<file path="src/rtl/led_display_ctrl_if.sv">
// Bus bundle between the two requesters, the LED display driver port and the
// shared-port controller.
interface led_display_ctrl_if;
   logic        req0;
   logic        addr0;
   logic [31:0] wd0;
   logic        ack0;
   logic        req1;
   logic [31:0] val1;
   logic [31:0] aux1;
   logic        ack1;
   logic        wb;
   logic        addr;
   logic [31:0] wd;
   logic [31:0] rd;
   logic        busy;
   logic        err;
   logic [7:0]  errCnt;

   modport master (
      output req0, addr0, wd0, req1, val1, aux1, rd,
      input  ack0, ack1, wb, addr, wd, busy, err, errCnt
   );

   modport slave (
      input  req0, addr0, wd0, req1, val1, aux1, rd,
      output ack0, ack1, wb, addr, wd, busy, err, errCnt
   );
endinterface

</file>
<file path="src/rtl/led_display_ctrl.sv">
// Round-robin owner of the LED driver write port: CPU single-register writes
// and calculator dual-register writes, each followed by a readback verify.
module led_display_ctrl (
   input  logic              i_clock,
   input  logic              i_reset,
   led_display_ctrl_if.slave io_bus
);

   localparam logic [2:0] IDLE = 3'd0;
   localparam logic [2:0] WR0  = 3'd1;
   localparam logic [2:0] VF0  = 3'd2;
   localparam logic [2:0] WR1  = 3'd3;
   localparam logic [2:0] VF1  = 3'd4;
   localparam logic [2:0] ACK  = 3'd5;

   logic [2:0]  r_state;
   logic        r_last;
   logic        r_grant;
   logic [31:0] r_d0;
   logic [31:0] r_d1;
   logic        r_wb;
   logic        r_addr;
   logic [31:0] r_wd;
   logic        r_ack0;
   logic        r_ack1;
   logic        r_busy;
   logic        r_err;
   logic [7:0]  r_errCnt;

   logic        w_grant0;
   logic        w_grant1;
   logic [2:0]  w_nextState;
   logic        w_grantNext;
   logic [31:0] w_d0Next;
   logic [31:0] w_d1Next;
   logic [31:0] w_wdNext;
   logic        w_mismatch;

   // Ties go to whichever requester was not served last (r_last).
   always_comb begin
      w_grant0    = io_bus.req0 && (!io_bus.req1 || r_last);
      w_grant1    = io_bus.req1 && (!io_bus.req0 || !r_last);
      w_nextState = r_state;
      w_grantNext = r_grant;
      w_d0Next    = r_d0;
      w_d1Next    = r_d1;
      case (r_state)
         IDLE: begin
            if (w_grant0) begin
               w_grantNext = 1'b0;
               w_d0Next    = io_bus.wd0;
               w_d1Next    = io_bus.wd0;
               w_nextState = io_bus.addr0 ? WR1 : WR0;
            end else if (w_grant1) begin
               w_grantNext = 1'b1;
               w_d0Next    = io_bus.val1;
               w_d1Next    = io_bus.aux1;
               w_nextState = WR0;
            end
         end
         WR0:     w_nextState = VF0;
         VF0:     w_nextState = r_grant ? WR1 : ACK;
         WR1:     w_nextState = VF1;
         VF1:     w_nextState = ACK;
         ACK:     w_nextState = IDLE;
         default: w_nextState = IDLE;
      endcase

      case (w_nextState)
         WR0, VF0: w_wdNext = w_d0Next;
         WR1, VF1: w_wdNext = w_d1Next;
         default:  w_wdNext = 32'h0;
      endcase

      // In a verify state r_wd still holds the word that was just written.
      w_mismatch = ((r_state == VF0) || (r_state == VF1)) && (io_bus.rd != r_wd);
   end

   // Outputs are decoded from the next state so they line up with it exactly.
   always_ff @(posedge i_clock) begin
      if (i_reset) begin
         r_state  <= IDLE;
         r_last   <= 1'b1;
         r_grant  <= 1'b0;
         r_d0     <= 32'h0;
         r_d1     <= 32'h0;
         r_wb     <= 1'b0;
         r_addr   <= 1'b0;
         r_wd     <= 32'h0;
         r_ack0   <= 1'b0;
         r_ack1   <= 1'b0;
         r_busy   <= 1'b0;
         r_err    <= 1'b0;
         r_errCnt <= 8'h0;
      end else begin
         r_state <= w_nextState;
         r_grant <= w_grantNext;
         r_d0    <= w_d0Next;
         r_d1    <= w_d1Next;
         if ((r_state == IDLE) && (w_grant0 || w_grant1)) begin
            r_last <= w_grant1;
         end
         r_wb   <= (w_nextState == WR0) || (w_nextState == WR1);
         r_addr <= (w_nextState == WR1) || (w_nextState == VF1);
         r_wd   <= w_wdNext;
         r_ack0 <= (w_nextState == ACK) && !w_grantNext;
         r_ack1 <= (w_nextState == ACK) && w_grantNext;
         r_busy <= (w_nextState != IDLE);
         if (w_mismatch) begin
            r_err <= 1'b1;
            if (r_errCnt != 8'hFF) begin
               r_errCnt <= r_errCnt + 8'd1;
            end
         end
      end
   end

   assign io_bus.wb     = r_wb;
   assign io_bus.addr   = r_addr;
   assign io_bus.wd     = r_wd;
   assign io_bus.ack0   = r_ack0;
   assign io_bus.ack1   = r_ack1;
   assign io_bus.busy   = r_busy;
   assign io_bus.err    = r_err;
   assign io_bus.errCnt = r_errCnt;

endmodule

</file>
<file path="src/flat_wrapper.sv">
// flat-port wrapper written by rule: the top's interface ports become plain ports
module led_display_ctrl_flat 
  (i_clock, i_reset, io_bus_req0, io_bus_addr0, io_bus_wd0, io_bus_req1, io_bus_val1, io_bus_aux1, io_bus_rd, io_bus_ack0, io_bus_ack1, io_bus_wb, io_bus_addr, io_bus_wd, io_bus_busy, io_bus_err, io_bus_errCnt);
  led_display_ctrl_if io_bus_i ();
  input  logic i_clock;
  input  logic i_reset;
  input wire logic [$bits(io_bus_i.req0)-1:0] io_bus_req0;
  input wire logic [$bits(io_bus_i.addr0)-1:0] io_bus_addr0;
  input wire logic [$bits(io_bus_i.wd0)-1:0] io_bus_wd0;
  input wire logic [$bits(io_bus_i.req1)-1:0] io_bus_req1;
  input wire logic [$bits(io_bus_i.val1)-1:0] io_bus_val1;
  input wire logic [$bits(io_bus_i.aux1)-1:0] io_bus_aux1;
  input wire logic [$bits(io_bus_i.rd)-1:0] io_bus_rd;
  output wire logic [$bits(io_bus_i.ack0)-1:0] io_bus_ack0;
  output wire logic [$bits(io_bus_i.ack1)-1:0] io_bus_ack1;
  output wire logic [$bits(io_bus_i.wb)-1:0] io_bus_wb;
  output wire logic [$bits(io_bus_i.addr)-1:0] io_bus_addr;
  output wire logic [$bits(io_bus_i.wd)-1:0] io_bus_wd;
  output wire logic [$bits(io_bus_i.busy)-1:0] io_bus_busy;
  output wire logic [$bits(io_bus_i.err)-1:0] io_bus_err;
  output wire logic [$bits(io_bus_i.errCnt)-1:0] io_bus_errCnt;
  assign io_bus_i.req0 = io_bus_req0;
  assign io_bus_i.addr0 = io_bus_addr0;
  assign io_bus_i.wd0 = io_bus_wd0;
  assign io_bus_i.req1 = io_bus_req1;
  assign io_bus_i.val1 = io_bus_val1;
  assign io_bus_i.aux1 = io_bus_aux1;
  assign io_bus_i.rd = io_bus_rd;
  assign io_bus_ack0 = io_bus_i.ack0;
  assign io_bus_ack1 = io_bus_i.ack1;
  assign io_bus_wb = io_bus_i.wb;
  assign io_bus_addr = io_bus_i.addr;
  assign io_bus_wd = io_bus_i.wd;
  assign io_bus_busy = io_bus_i.busy;
  assign io_bus_err = io_bus_i.err;
  assign io_bus_errCnt = io_bus_i.errCnt;
  led_display_ctrl u_core (.i_clock(i_clock), .i_reset(i_reset), .io_bus(io_bus_i));
endmodule
</file>
<file path="config.mk">
export PLATFORM = sky130hd
export DESIGN_NAME = led_display_ctrl_flat
export DESIGN_NICKNAME = d
export VERILOG_FILES = /design/src/rtl/led_display_ctrl_if.sv /design/src/rtl/led_display_ctrl.sv /design/src/flat_wrapper.sv
export SDC_FILE = /design/constraint.sdc
export NUM_CORES = 1
export LEC_CHECK = 0
export CAP_MARGIN = 20
export CORE_ASPECT_RATIO = 2
export CORE_UTILIZATION = 42
export CTS_BUF_LIST = sky130_fd_sc_hd__clkbuf_8
export CTS_CLUSTER_SIZE = 24
export DETAILED_ROUTE_END_ITERATION = 10
export GPL_ROUTABILITY_DRIVEN = 1
export GPL_TIMING_DRIVEN = 1
export PLACE_DENSITY = 0.79
export SYNTH_ARGS = -nofsm -noshare
export SYNTH_HDL_FRONTEND = slang
export SYNTH_SLANG_ARGS = --single-unit
</file>
<file path="constraint.sdc">
create_clock -name i_clock -period 1.8 [get_ports i_clock]
set_input_delay 0.18 -clock i_clock [delete_from_list [all_inputs] [get_ports i_clock]]
set_output_delay 0.18 -clock i_clock [all_outputs]
set_load 0.01 [all_outputs]
</file>
==> results.cfg, run 1 <==
[detailed_routing]
viasPerCell = 5.580
dr.max_layer_used = met4
drc = 0
drt_pass1_iterations = 5
wl_met3_um = 1057
wl_met1_um = 6171
wl_um = 19150
dr.first_iter.drc_count = 333
vias = 5418
wire_per_inst_um = 19.72
ant_nets = 0
wl_met2_um = 10400

[worst_hold_path]
holdPathStages = 2
min_to = u_core.r_state[2]$_SDFF_PP0_
hp-start = i_reset
holdCritPathClass = in -> reg

[yosys]
yosysUniqueCellTypes = 39
synthCells = 592
avgSynthCellArea_um2 = 8.319
yosysSeqAreaShare = 0.4675
synth_area_leaders = dfxtp_1 (47%), nand2_1 (13%), a31o_2 (9.8%), inv_1 (5.2%), xnor2_1 (4.3%)
synth_warnings = 0
synth-edff-count = 0
ys_top_cells_by_count = nand2_1 (164), dfxtp_1 (115), inv_1 (68), a31o_2 (55), o22ai_1 (32)
synth_seq_cells = 115
synth_top_area_frac = 0.4675
synth_top_area_cell = dfxtp_1
synthArstFlopShare = 0
syn-num-nets = 726
synthFlopType = dfxtp_1
synth_most_common_cell = nand2_1
syn_area_um2 = 4925

[timing]
layout_min_cycle_time_ps = 1951
setup_violations = 9
fmax_mhz = 512.5
postLayoutSetupSlackWorst_ps = -151.4
fin_hold_ws_ps = 127.7
rsz0062_at_grt = true
hold_viol_final = 0
worst_pin_slew_ps = 489.9
slew_viol_final = 0
relSlewSlack = 0.6707
fin_crit_sh = 1.084
skew_ps = 11.61

[die]
dieHeight_um = 155.1
die_area_um2 = 12190
core_um2 = 11350
num_rows = 55
die_w_um = 78.57
initial_utilization = 0.4337
io_pins = 179

[global_routing]
grt_pass1_vias = 5467
track_usage = 0.3049
grt_max_degree = 49
grt_pass1_wl_um = 27520
antenna_found_initial = 0
grt-ovfl-total = 0

[critical_path]
max_stage_delay_ps = 440
path_delay_family = simple AND/OR/NAND/NOR gates
r2r_start = u_core.io_bus.wd[29]$_SDFF_PP0_
crit_type = reg -> reg
cp.arrival_ps = 2290
cp.required_ps = 2140
r2r_slack_ps = -150
worst_r2r_path_depth = 6
critPathSlowestCell = nor4_4
r2r-end = u_core.io_bus.errCnt[0]$_SDFFE_PP0P_
crit_buf_inv = 0
startpoint_type = flip-flop
path_cells = xnor2_2 -> nand4_1 -> nor4_4 -> a41o_4 -> nor2_4 -> mux2_4
worstSetupEndpointType = flip-flop
critPathMaxFanout = 5

[flow_run]
max_cap_viol_count = 0

[final_layout]
finalNetCount = 950
layout-drive-gt1-share = 0.2581
stdcell_count = 971
multi_input_area_um2 = 2480
area_growth_syn_to_layout_pct = 66.08
fillerInstances = 837
regArea_um2 = 2335
diodes = 0

[clocking]
cts_buffers = 17
cts_tree = yes
cts_buffer_depth = 2
root_buffer = clkbuf_8
htree_levels = 4
clkTransAtPathRegs_ps = 70
numClockSinks = 115
worstSkewPairLatency_ps = 450

[placement]
pre_cts_slack_ps = -771.3
placed_cells = 927
gp_congestion = 0.9649
post-dp-hpwl_um = 12710
portBuffers = 178

[pwr]
irDropWorstVdd_mv = 0.8866
leakagePower_nw = 3.460
power_density_nw_per_um2 = 1449
finalPower_mw = 11.85

[outcome]
status = finished with violations
violations = negative setup slack
worst max path at each step:
stage | startpoint | end | depth (start not counted)
floorplan | u_core.r_state[1]$_SDFF_PP0_ | u_core.io_bus.errCnt[5]$_SDFFE_PP0P_ | 7
global placement | io_bus_rd[9] | u_core.io_bus.errCnt[0]$_SDFFE_PP0P_ | 7
detailed placement | io_bus_rd[9] | u_core.io_bus.errCnt[0]$_SDFFE_PP0P_ | 7
CTS | u_core.io_bus.wd[7]$_SDFF_PP0_ | u_core.io_bus.errCnt[0]$_SDFFE_PP0P_ | 6
global route | u_core.r_state[2]$_SDFF_PP0_ | u_core.io_bus.errCnt[2]$_SDFFE_PP0P_ | 7
finish | u_core.io_bus.wd[29]$_SDFF_PP0_ | u_core.io_bus.errCnt[0]$_SDFFE_PP0P_ | 6
placed cells by master (no fill, tap or decap), drive strengths merged, types with 2 or more instances in the layout:
cell type,instances
a21oi,10
a31o,65
a31oi,2
a41o,2
and3,3
buf,63
bufinv,4
clkbuf,24
clkdlybuf4s50,177
clkinv,4
dfxtp,115
inv,68
mux2,2
nand2,164
nand2b,5
nand3,6
nand4,6
nor2,14
nor2b,4
nor3,2
nor4,3
o21ai,4
o22ai,32
o31ai,4
or4,5
xnor2,24
xor2,8
logic make-up after synthesis:
kind of cell    share of synthesized area
fa+ha+maj                        0.002540
mux                              0.006605
compound gates                     0.1880
xor+xnor                          0.05691
flops                              0.4675
buf+inv                           0.09375
simple gates                       0.1847
report_power, final:
group          switching, mW  total (mW)  internal [mW]  leakage, nW
Sequential             0.441        3.69           3.25        0.951
Clock                   1.06        2.78           1.72        0.238
Combinational           2.61        5.38           2.77         2.27
Total                   4.11        11.8           7.74         3.46
worst register-to-register path: cells and delay by family, from the launching register on:
kind / cells / cell delay, ps
flip-flops: 1 / 350
multiplexers: 1 / 300
AND/OR/NAND/NOR: 3 / 680
XOR/XNOR: 1 / 160
AO/OA/AOI/OAI: 1 / 340
registers in the layout, indices dropped and copies added, names as in the netlist:
| signal | flops |
|---|---|
| u_core.io_bus.addr | 1 |
| u_core.io_bus.ack1 | 1 |
| u_core.io_bus.wb | 1 |
| u_core.io_bus.ack0 | 1 |
| u_core.r_d0 | 32 |
| u_core.io_bus.errCnt | 8 |
| u_core.r_last | 1 |
| u_core.io_bus.busy | 1 |
| u_core.io_bus.wd | 32 |
| u_core.io_bus.err | 1 |
| u_core.r_state | 3 |
| u_core.r_grant | 1 |
| u_core.r_d1 | 32 |
routing by layer:
metal | up-vias | global-route usage
li1 | 2421 | -
met3 | 93 | 0.06921
met4 | 0 | 0.2390
met2 | 289 | 0.5615
met1 | 2615 | 0.2777
met5 | - | 0
through the flow:
stage | setup TNS [ps] | cell area, um^2 | util
global route | -1235 | 8179 | 0.7203
floorplan | 0 | 4925 | -
detailed placement | -15990 | 7224 | 0.6363
global placement | -12030 | 7224 | 0.6363
finish | -927.8 | 8179 | 0.7203
CTS | -582.8 | 8008 | 0.7052
layout make-up:
cell class,count,area share
multi-input combinational,373,0.3032
sequential,115,0.2855
timing repair buffer,241,0.3017
clock buffer,23,0.03870
inverter,68,0.03121
tap,142,0.02172
clock inverter,9,0.01805
timing repair:
action,4_1_cts,5_1_grt
pin swaps,22,11
hold buffers,0,0
hold endpoints to repair,0,0
cloned,3,1
buffers inserted,5,4
resized for setup,49,27
setup endpoints to repair,26,40
Power figures use the tool's default switching activity.
==> run 2: changes to the inputs <==
HOLD_SLACK_MARGIN = 0.15   (was not set)
==> run 2 against run 1 <==
  * The flow still finishes with violations (negative setup slack)
  * Global-route usage about the same
  * Hold slack better by 280 ps
  * Register-to-register slack improved by 20 ps
  * Combinational power about the same
  * Via count down 0.85%
  * Sequential power barely moved
  * First-iteration DRC count decreased by 3.9%
  * Largest cell class unchanged
  * Sequential share of layout area is essentially flat
==> results.cfg, run 2 (synthesis gave the netlist of run 1 again) <==
[timing]
postLayoutSetupSlackWorst_ps = -132.1
skew_ps = 12.94
fin_crit_sh = 1.073
fin_hold_ws_ps = 410.4
fmax_mhz = 517.6
slew_viol_final = 0
hold_viol_final = 0
setup_violations = 9
rsz0062_at_grt = true
worst_pin_slew_ps = 495.8
layout_min_cycle_time_ps = 1932
relSlewSlack = 0.6667

[clocking]
htree_levels = 4
worstSkewPairLatency_ps = 450
clkTransAtPathRegs_ps = 70
root_buffer = clkbuf_8
cts_buffer_depth = 2
numClockSinks = 115
cts_buffers = 17
cts_tree = yes

[pwr]
sw_frac_of_total = 0.3467
seqPwrFrac = 0.312
combPwrFrac = 0.453
irDropWorstVdd_mv = 0.8879
leakagePower_nw = 3.465
intPower_mw = 7.740
switchingPower_mw = 4.108
clock_power_share = 0.235
power_density_nw_per_um2 = 1447

[outcome]
status = finished with violations
violations = negative setup slack

[final_layout]
diodes = 0
final_core_util = 0.7212
layout-drive-gt1-share = 0.2578
final_common_cell = clkdlybuf4s50_1
area_growth_syn_to_layout_pct = 66.29
finalNetCount = 951
final_cell_mix = clkdlybuf4s50_1 (177), nand2_1 (163), dfxtp_1 (99), inv_1 (68), a31o_2 (55)
fillerInstances = 837

[die]
io_pins = 179
core_um2 = 11350
initial_utilization = 0.4337
die_area_um2 = 12190
die_w_um = 78.57
dieHeight_um = 155.1
num_rows = 55

[critical_path]
worstSetupEndpointType = flip-flop
r2r_slack_ps = -130
cp.arrival_ps = 2270
worst_r2r_path_depth = 6
r2r-end = u_core.io_bus.errCnt[0]$_SDFFE_PP0P_
r2r_start = u_core.io_bus.wd[29]$_SDFF_PP0_
cp.required_ps = 2140
crit_type = reg -> reg
critPathMaxFanout = 5
startpoint_type = flip-flop

[worst_hold_path]
holdCritPathClass = in -> reg
hp-start = io_bus_val1[9]
min_to = u_core.r_d0[9]$_SDFF_PP0_
holdPathStages = 4

[flow_run]
max_cap_viol_count = 0

[global_routing]
grt-ovfl-total = 0
grt_pass1_wl_um = 27530
grt_max_degree = 49
antenna_found_initial = 0
grt_pass1_vias = 5468
track_usage = 0.3050

[placement]
gp_congestion = 0.9649
portBuffers = 178
post-dp-hpwl_um = 12710

[detailed_routing]
vias = 5372
drc = 0
viasPerCell = 5.527
drt_pass1_iterations = 5
wl_um = 19170
ant_nets = 0
wire_per_inst_um = 19.73
dr.first_iter.drc_count = 320
[run 2: changes by cell type in the layout (fill, tap and decap cells not counted), sizes merged]
| cell | previous run | this run |
|---|---|---|
| dlygate4sd3 | 0 | 1 |
[run 2: worst max-delay path, cell delays in order, from the launching register on]
cell and delay (ps):
dfxtp_2 350, xnor2_2 160, nand4_1 190, nor4_4 430, a41o_4 330, nor2_4 50
mux2_4 300
[run 2: how the worst max path moves through the flow]
stage	start	endpoint	slack, ps
after floorplan	u_core.r_state[1]$_SDFF_PP0_	u_core.io_bus.errCnt[5]$_SDFFE_PP0P_	20
after global placement	io_bus_rd[9]	u_core.io_bus.errCnt[0]$_SDFFE_PP0P_	-720
after detailed placement	io_bus_rd[9]	u_core.io_bus.errCnt[0]$_SDFFE_PP0P_	-770
after CTS	u_core.io_bus.wd[7]$_SDFF_PP0_	u_core.io_bus.errCnt[0]$_SDFFE_PP0P_	-130
after global routing	u_core.r_state[2]$_SDFF_PP0_	u_core.io_bus.errCnt[2]$_SDFFE_PP0P_	-150
final	u_core.io_bus.wd[29]$_SDFF_PP0_	u_core.io_bus.errCnt[0]$_SDFFE_PP0P_	-130
[run 2: stage by stage]
step                      setup TNS, ps  total power [mW]  area, um^2  worst slack, ps  cells
after floorplan                       0             5.886        4925            22.52    592
after global placement           -12030             8.125        7224           -723.5    927
after detailed placement         -15990             8.274        7224           -771.3    927
after CTS                        -582.8             11.46        8018           -126.6    967
after global routing              -1235             12.31        8189           -149.8    972
final                            -819.9             11.85        8189           -132.1    972
[run 2: area by class of cell]
class,instances,area [um^2],area share
multi-input combinational,373,2480,0.3028
timing repair buffer,242,2477,0.3025
sequential,115,2335,0.2851
clock buffer,23,316.6,0.03866
inverter,68,255.2,0.03117
tap,142,177.7,0.02170
clock inverter,9,147.6,0.01803
[run 2: power by group through the flow]
stage,Clock (mW),Sequential [mW],Combinational (mW)
after floorplan,0,3.65,2.23
after global placement,0,3.61,4.52
after detailed placement,0,3.63,4.64
after CTS,2.79,3.65,5.02
after global routing,2.92,3.74,5.65
final,2.78,3.69,5.37
[run 2: per-layer routing]
metal | vias up | global-route usage | wire length [um]
li1 | 2422 | - | -
met1 | 2579 | 0.2781 | 6240
met2 | 281 | 0.5615 | 10460
met3 | 90 | 0.06921 | 1028
met4 | 0 | 0.2390 | 1447
met5 | - | 0 | 0
[run 2: what timing repair did]
item                                   CTS  global route
pin swaps                               22            11
setup endpoints to repair               26            40
setup buffers                            5             4
cloned                                   3             1
hold buffers                             1             0
endpoints found under the hold margin    4             0
resized for setup                       49            27
==> run 3: changes to the inputs <==
SLEW_MARGIN = 30   (was not set)
==> results of run 3 <==
No change in the layout: final DEF, timing and power equal those of run 2.
==> patch 1, RTL diff (settings of run 1) <==
Take the reset off `r_wd` and load it in a clocked block of its own.
--- a/src/rtl/led_display_ctrl.sv
+++ b/src/rtl/led_display_ctrl.sv
@@ -86,7 +86,6 @@
          r_d1     <= 32'h0;
          r_wb     <= 1'b0;
          r_addr   <= 1'b0;
-         r_wd     <= 32'h0;
          r_ack0   <= 1'b0;
          r_ack1   <= 1'b0;
          r_busy   <= 1'b0;
@@ -102,7 +101,6 @@
          end
          r_wb   <= (w_nextState == WR0) || (w_nextState == WR1);
          r_addr <= (w_nextState == WR1) || (w_nextState == VF1);
-         r_wd   <= w_wdNext;
          r_ack0 <= (w_nextState == ACK) && !w_grantNext;
          r_ack1 <= (w_nextState == ACK) && w_grantNext;
          r_busy <= (w_nextState != IDLE);
@@ -113,6 +111,10 @@
             end
          end
       end
+   end
+
+   always_ff @(posedge i_clock) begin
+      r_wd <= w_wdNext;
    end
 
    assign io_bus.wb     = r_wb;
Behaviour: not the same (Yosys sat finds a counterexample within 4 cycles, from zero or initial values and one cycle with i_reset high).
==> patch 1 against run 1 <==
- the flow still finishes with violations (negative setup slack)
- total power is 4.8% lower
- routed wire length is 7.4% lower
- sequential cell count is the same
- sequential share of layout area increased by 0.15 points
- final area fell by 1.2%
- area after synthesis decreased by 0.76%
- maximum frequency decreased by 3.2%
- first-iteration DRC count down 21%
- cell count down 0.10%
- die area fell by 0.75%
- synthesized cell count decreased by 0.84%
- setup slack worse by 0.064 ns
- via count is 1.7% higher
- largest cell class unchanged
==> patch 1: results (changes against run 1) <==
gp_congestion: 0.917  # was 0.965
drt_iter0_markers: 263  # was 333
worst_hold_slack_ns: 0.240  # was 0.128 ns
drive_gt1_share_pct: 17.9  # was 25.8%
reg2reg_depth: 7  # was 6
final_nets: 949  # was 950
synthTopCellsByCount: "164 x nand2_1, 115 x dfxtp_1, 69 x nand3_1"  # was 164 x nand2_1, 115 x dfxtp_1, 68 x inv_1
grtUsageMet2_pct: 49.7  # was 56.1%
status: "finished, violations left"  # unchanged
wl_per_cell_um: 18.3  # was 19.7 um
ys_top_cells_by_area: "dfxtp_1 47%, nand2_1 13%, a31oi_1 8.3%, nand3_1 7.1%, a22o_1 5.7%"  # was dfxtp_1 47%, nand2_1 13%, a31o_2 9.8%, inv_1 5.2%, xnor2_1 4.3%
crit_arrival_ns: 2.31  # was 2.29 ns
critPathSlowestCell: "nor4_1"  # was nor4_4
met3_usage_pct: 6.08  # was 6.92%
yosysSeqAreaShare_pct: 47.1  # was 46.7%
max-vdd-ir-drop_uv: 822  # was 887 uV
dp_cells: 921  # was 927
synth-compound-area-share_pct: 16.9  # was 18.8%
final_cell_area_sq_mm: 0.00808  # was 0.00818 sq mm
r2r-end: "u_core.io_bus.errCnt[3]$_SDFFE_PP0P_"  # was u_core.io_bus.errCnt[0]$_SDFFE_PP0P_
finalSetupViolCount: 14  # was 9
vias: 5512  # was 5418
place_area_sq_mm: 0.00716  # was 0.00722 sq mm
ys_types: 36  # was 39
synthAdderAreaFrac_pct: 0.256  # was 0.254%
timing.final.ws_setup_ns: -0.215  # was -0.151 ns
p_leak_nw: 3.31  # was 3.46 nW
power.internal_mw: 7.45  # was 7.74 mW
violations: "negative setup slack"  # unchanged
reg2reg_from: "u_core.io_bus.wd[14]$_DFF_P_"  # was u_core.io_bus.wd[29]$_SDFF_PP0_
cp_max_fo: 7  # was 5
synthCells: 587  # was 592
## patch 1: cell count changes after synthesis, moves of 24 or more
cell,delta
a31o_2,-55
a31oi_1,+63
nand3_1,+63
xor2_1,+24
inv_1,-64
xnor2_1,-24
o22ai_1,-32
a22o_1,+32
## patch 1: cell type report
| type | count | area share, % |
|---|---|---|
| clock buffers | 18 | 3.07 |
| clock inverters | 14 | 2.62 |
| inverters | 4 | 0.186 |
| multi-input cells | 434 | 32.3 |
| flip-flops and latches | 115 | 28.7 |
| well taps | 142 | 2.20 |
| repair buffers | 243 | 31.0 |
## patch 1: routing by layer
layer	up-vias	share of wire, %
met5	-	0
met4	0	6.4
met3	71	5.3
met2	264	54
met1	2644	34
li1	2533	-
## patch 1: repair_timing
item                       in CTS  in global routing
pin swaps                      14                 18
setup buffers                   4                 10
cloned                          1                  2
gates resized for setup        31                 30
setup endpoints to repair      51                 42
## patch 1: worst max path at each step
stage                                               from  slack (ns)                                    to
CTS                          u_core.io_bus.wd[8]$_DFF_P_       -0.20  u_core.io_bus.errCnt[2]$_SDFFE_PP0P_
floorplan           u_core.io_bus.errCnt[0]$_SDFFE_PP0P_        0.04  u_core.io_bus.errCnt[0]$_SDFFE_PP0P_
finish                      u_core.io_bus.wd[14]$_DFF_P_       -0.22  u_core.io_bus.errCnt[3]$_SDFFE_PP0P_
global route                u_core.io_bus.wd[26]$_DFF_P_       -0.24  u_core.io_bus.errCnt[3]$_SDFFE_PP0P_
global placement                           io_bus_rd[27]       -0.75  u_core.io_bus.errCnt[0]$_SDFFE_PP0P_
detailed placement                         io_bus_rd[27]       -0.80  u_core.io_bus.errCnt[0]$_SDFFE_PP0P_
==> patch 2, RTL diff (config.mk and constraints of run 1) <==
Made on the original files. Reset style: asynchronous (`i_reset`), changed in one clocked block.
--- a/src/rtl/led_display_ctrl.sv
+++ b/src/rtl/led_display_ctrl.sv
@@ -77,7 +77,7 @@
    end
 
    // Outputs are decoded from the next state so they line up with it exactly.
-   always_ff @(posedge i_clock) begin
+   always_ff @(posedge i_clock or posedge i_reset) begin
       if (i_reset) begin
          r_state  <= IDLE;
          r_last   <= 1'b1;
Function: differs if i_reset is asserted again (counterexample within 4 cycles, from zero or initial values and one cycle with i_reset high); with i_reset held inactive, the same outputs for 10 cycles.
==> patch 2 against run 1 <==
- the run still ends with negative setup slack left
- final area is 2.8% lower
- non-clock buffer count is 28 lower
- via count is 15% lower
- die area is 6.7% higher
- routed wire length is 17% lower
- sequential power is 17% higher
- setup slack better by 0.15 ns
- total power is 7.4% higher
- area after synthesis is 6.8% higher
- sequential cell count stayed put
- critical path type unchanged
- largest cell class is now sequential cells
- highest routed layer unchanged
==> patch 2: results (changes against run 1) <==
status: "finished, violations left"  # unchanged
violations: "negative setup slack"  # unchanged
finClkSkew_ns: 0.0150  # was 0.0116 ns
dr.pass1.iters: 4  # was 5
n_all_inverters: 4  # was 68
tns_ns: -0.00449  # was -0.928 ns
track_usage_pct: 24.7  # was 30.5%
critPathSlowestCell: "dfrtp_1"  # was nor4_4
hpwl_um: 11500  # was 12700 um
reg2reg_depth: 7  # was 6
htree_levels: 4  # unchanged
final_cells: 866  # was 971
clock_buffers: 18  # was 23
dp_slack_ns: -0.208  # was -0.771 ns
sh_seq_area_pct: 36.3  # was 28.5%
vias: 4606  # was 5418
cp_max_fo: 2  # was 5
synth_flop_cell: "dfrtp_1"  # was dfxtp_1
synthTopCellsByCount: "147 x nand2_1, 114 x dfrtp_1, 43 x nand3_1"  # was 164 x nand2_1, 115 x dfxtp_1, 68 x inv_1
buffers: 213  # was 241
crit_arrival_ns: 2.12  # was 2.29 ns
multi_input_area_sq_mm: 0.00224  # was 0.00248 sq mm
synth_area_per_cell_sq_um: 10.5  # was 8.32 sq um
top_area_cell_class: "sequential cells"  # was multi-input gates
first_global_vias: 4906  # was 5467
num-multi-input-gates: 355  # was 373
drive_gt1_share_pct: 19.7  # was 25.8%
dp_cells: 824  # was 927
worst_slew_pin_slew_ns: 0.548  # was 0.490 ns
ys_top_cells_by_area: "dfrtp_1 54%, nand2_1 10%, xnor2_1 6.7%, a22o_1 5.3%, nand3_2 4.9%"  # was dfxtp_1 47%, nand2_1 13%, a31o_2 9.8%, inv_1 5.2%, xnor2_1 4.3%
ys_types: 36  # was 39
signal_buffer_area_fraction_pct: 27.7  # was 30.2%
seq_cells: 115  # unchanged
finalSetupViolCount: 1  # was 9
grt_util_met1_pct: 25.1  # was 27.8%
grtUsageMet2_pct: 44.1  # was 56.1%
grt_pass1_wl_um: 23600  # was 27500 um
hp-class: "primary input to async pin"  # was primary input to flip-flop
met3_usage_pct: 5.43  # was 6.92%
yosysSeqAreaShare_pct: 54.7  # was 46.7%
r2r-end: "u_core.io_bus.errCnt[1]$_DFFE_PP0P_"  # was u_core.io_bus.errCnt[0]$_SDFFE_PP0P_
syn_nets: 635  # was 726
async_flop_share_pct: 100  # was 0%
p_leak_nw: 3.56  # was 3.46 nW
wl_per_cell_um: 18.4  # was 19.7 um
fillers: 949  # was 837
timing.final.ws_setup_ns: -0.00449  # was -0.151 ns
final-clk-cell-share_pct: 5.37  # was 5.68%
==> patch 2: metal layers <==
| metal | vias to the layer above | routed length [um] |
|---|---|---|
| met5 | - | 0 |
| met4 | 0 | 742 |
| met3 | 46 | 720 |
| met2 | 196 | 9070 |
| met1 | 2268 | 5430 |
| li1 | 2096 | - |
==> patch 2: power breakdown <==
| group | internal (mW) | switching, mW | total, mW |
|---|---|---|---|
| Sequential | 3.70 | 0.636 | 4.33 |
| Combinational | 2.90 | 2.96 | 5.86 |
| Clock | 1.42 | 1.11 | 2.53 |
| Total | 8.02 | 4.70 | 12.7 |
==> patch 2: stage by stage <==
step                      hold WS (ns)  util, %  instance area, sq um
final                            0.185     65.2                  7950
after global routing             0.194     65.2                  7950
after CTS                        0.171     63.3                  7720
after detailed placement         0.461     59.6                  7270
after global placement           0.455     59.6                  7270
after floorplan                  0.324        -                  5260
==> patch 2: cell families (layout without fill, tap and decap cells) <==
family	count (synthesis)	count (layout)	share of synthesized area [%]
flops	115	115	54.7
mux	2	2	0.404
compound gates	41	41	6.92
simple gates	271	271	26.4
xor+xnor	40	40	6.66
buf+inv	31	249	4.59
fa+ha+maj	1	1	0.238
==> patch 2: worst max-delay path: cells and delay by family (launching register included) <==
family / cells / cell delay (ns)
mux: 1 / 0.29
buf+inv: 1 / 0.19
xor+xnor: 1 / 0.18
simple gates: 4 / 0.59
flops: 1 / 0.44
==> patch 2: repair_timing <==
| item | in CTS | in global routing |
|---|---|---|
| pin swaps | 1 | 17 |
| endpoints found under the setup margin | 17 | 32 |
| gates resized for setup | 7 | 19 |
| cloned | 0 | 3 |
| endpoints found under the hold margin | 0 | 0 |
| buffers inserted | 0 | 7 |
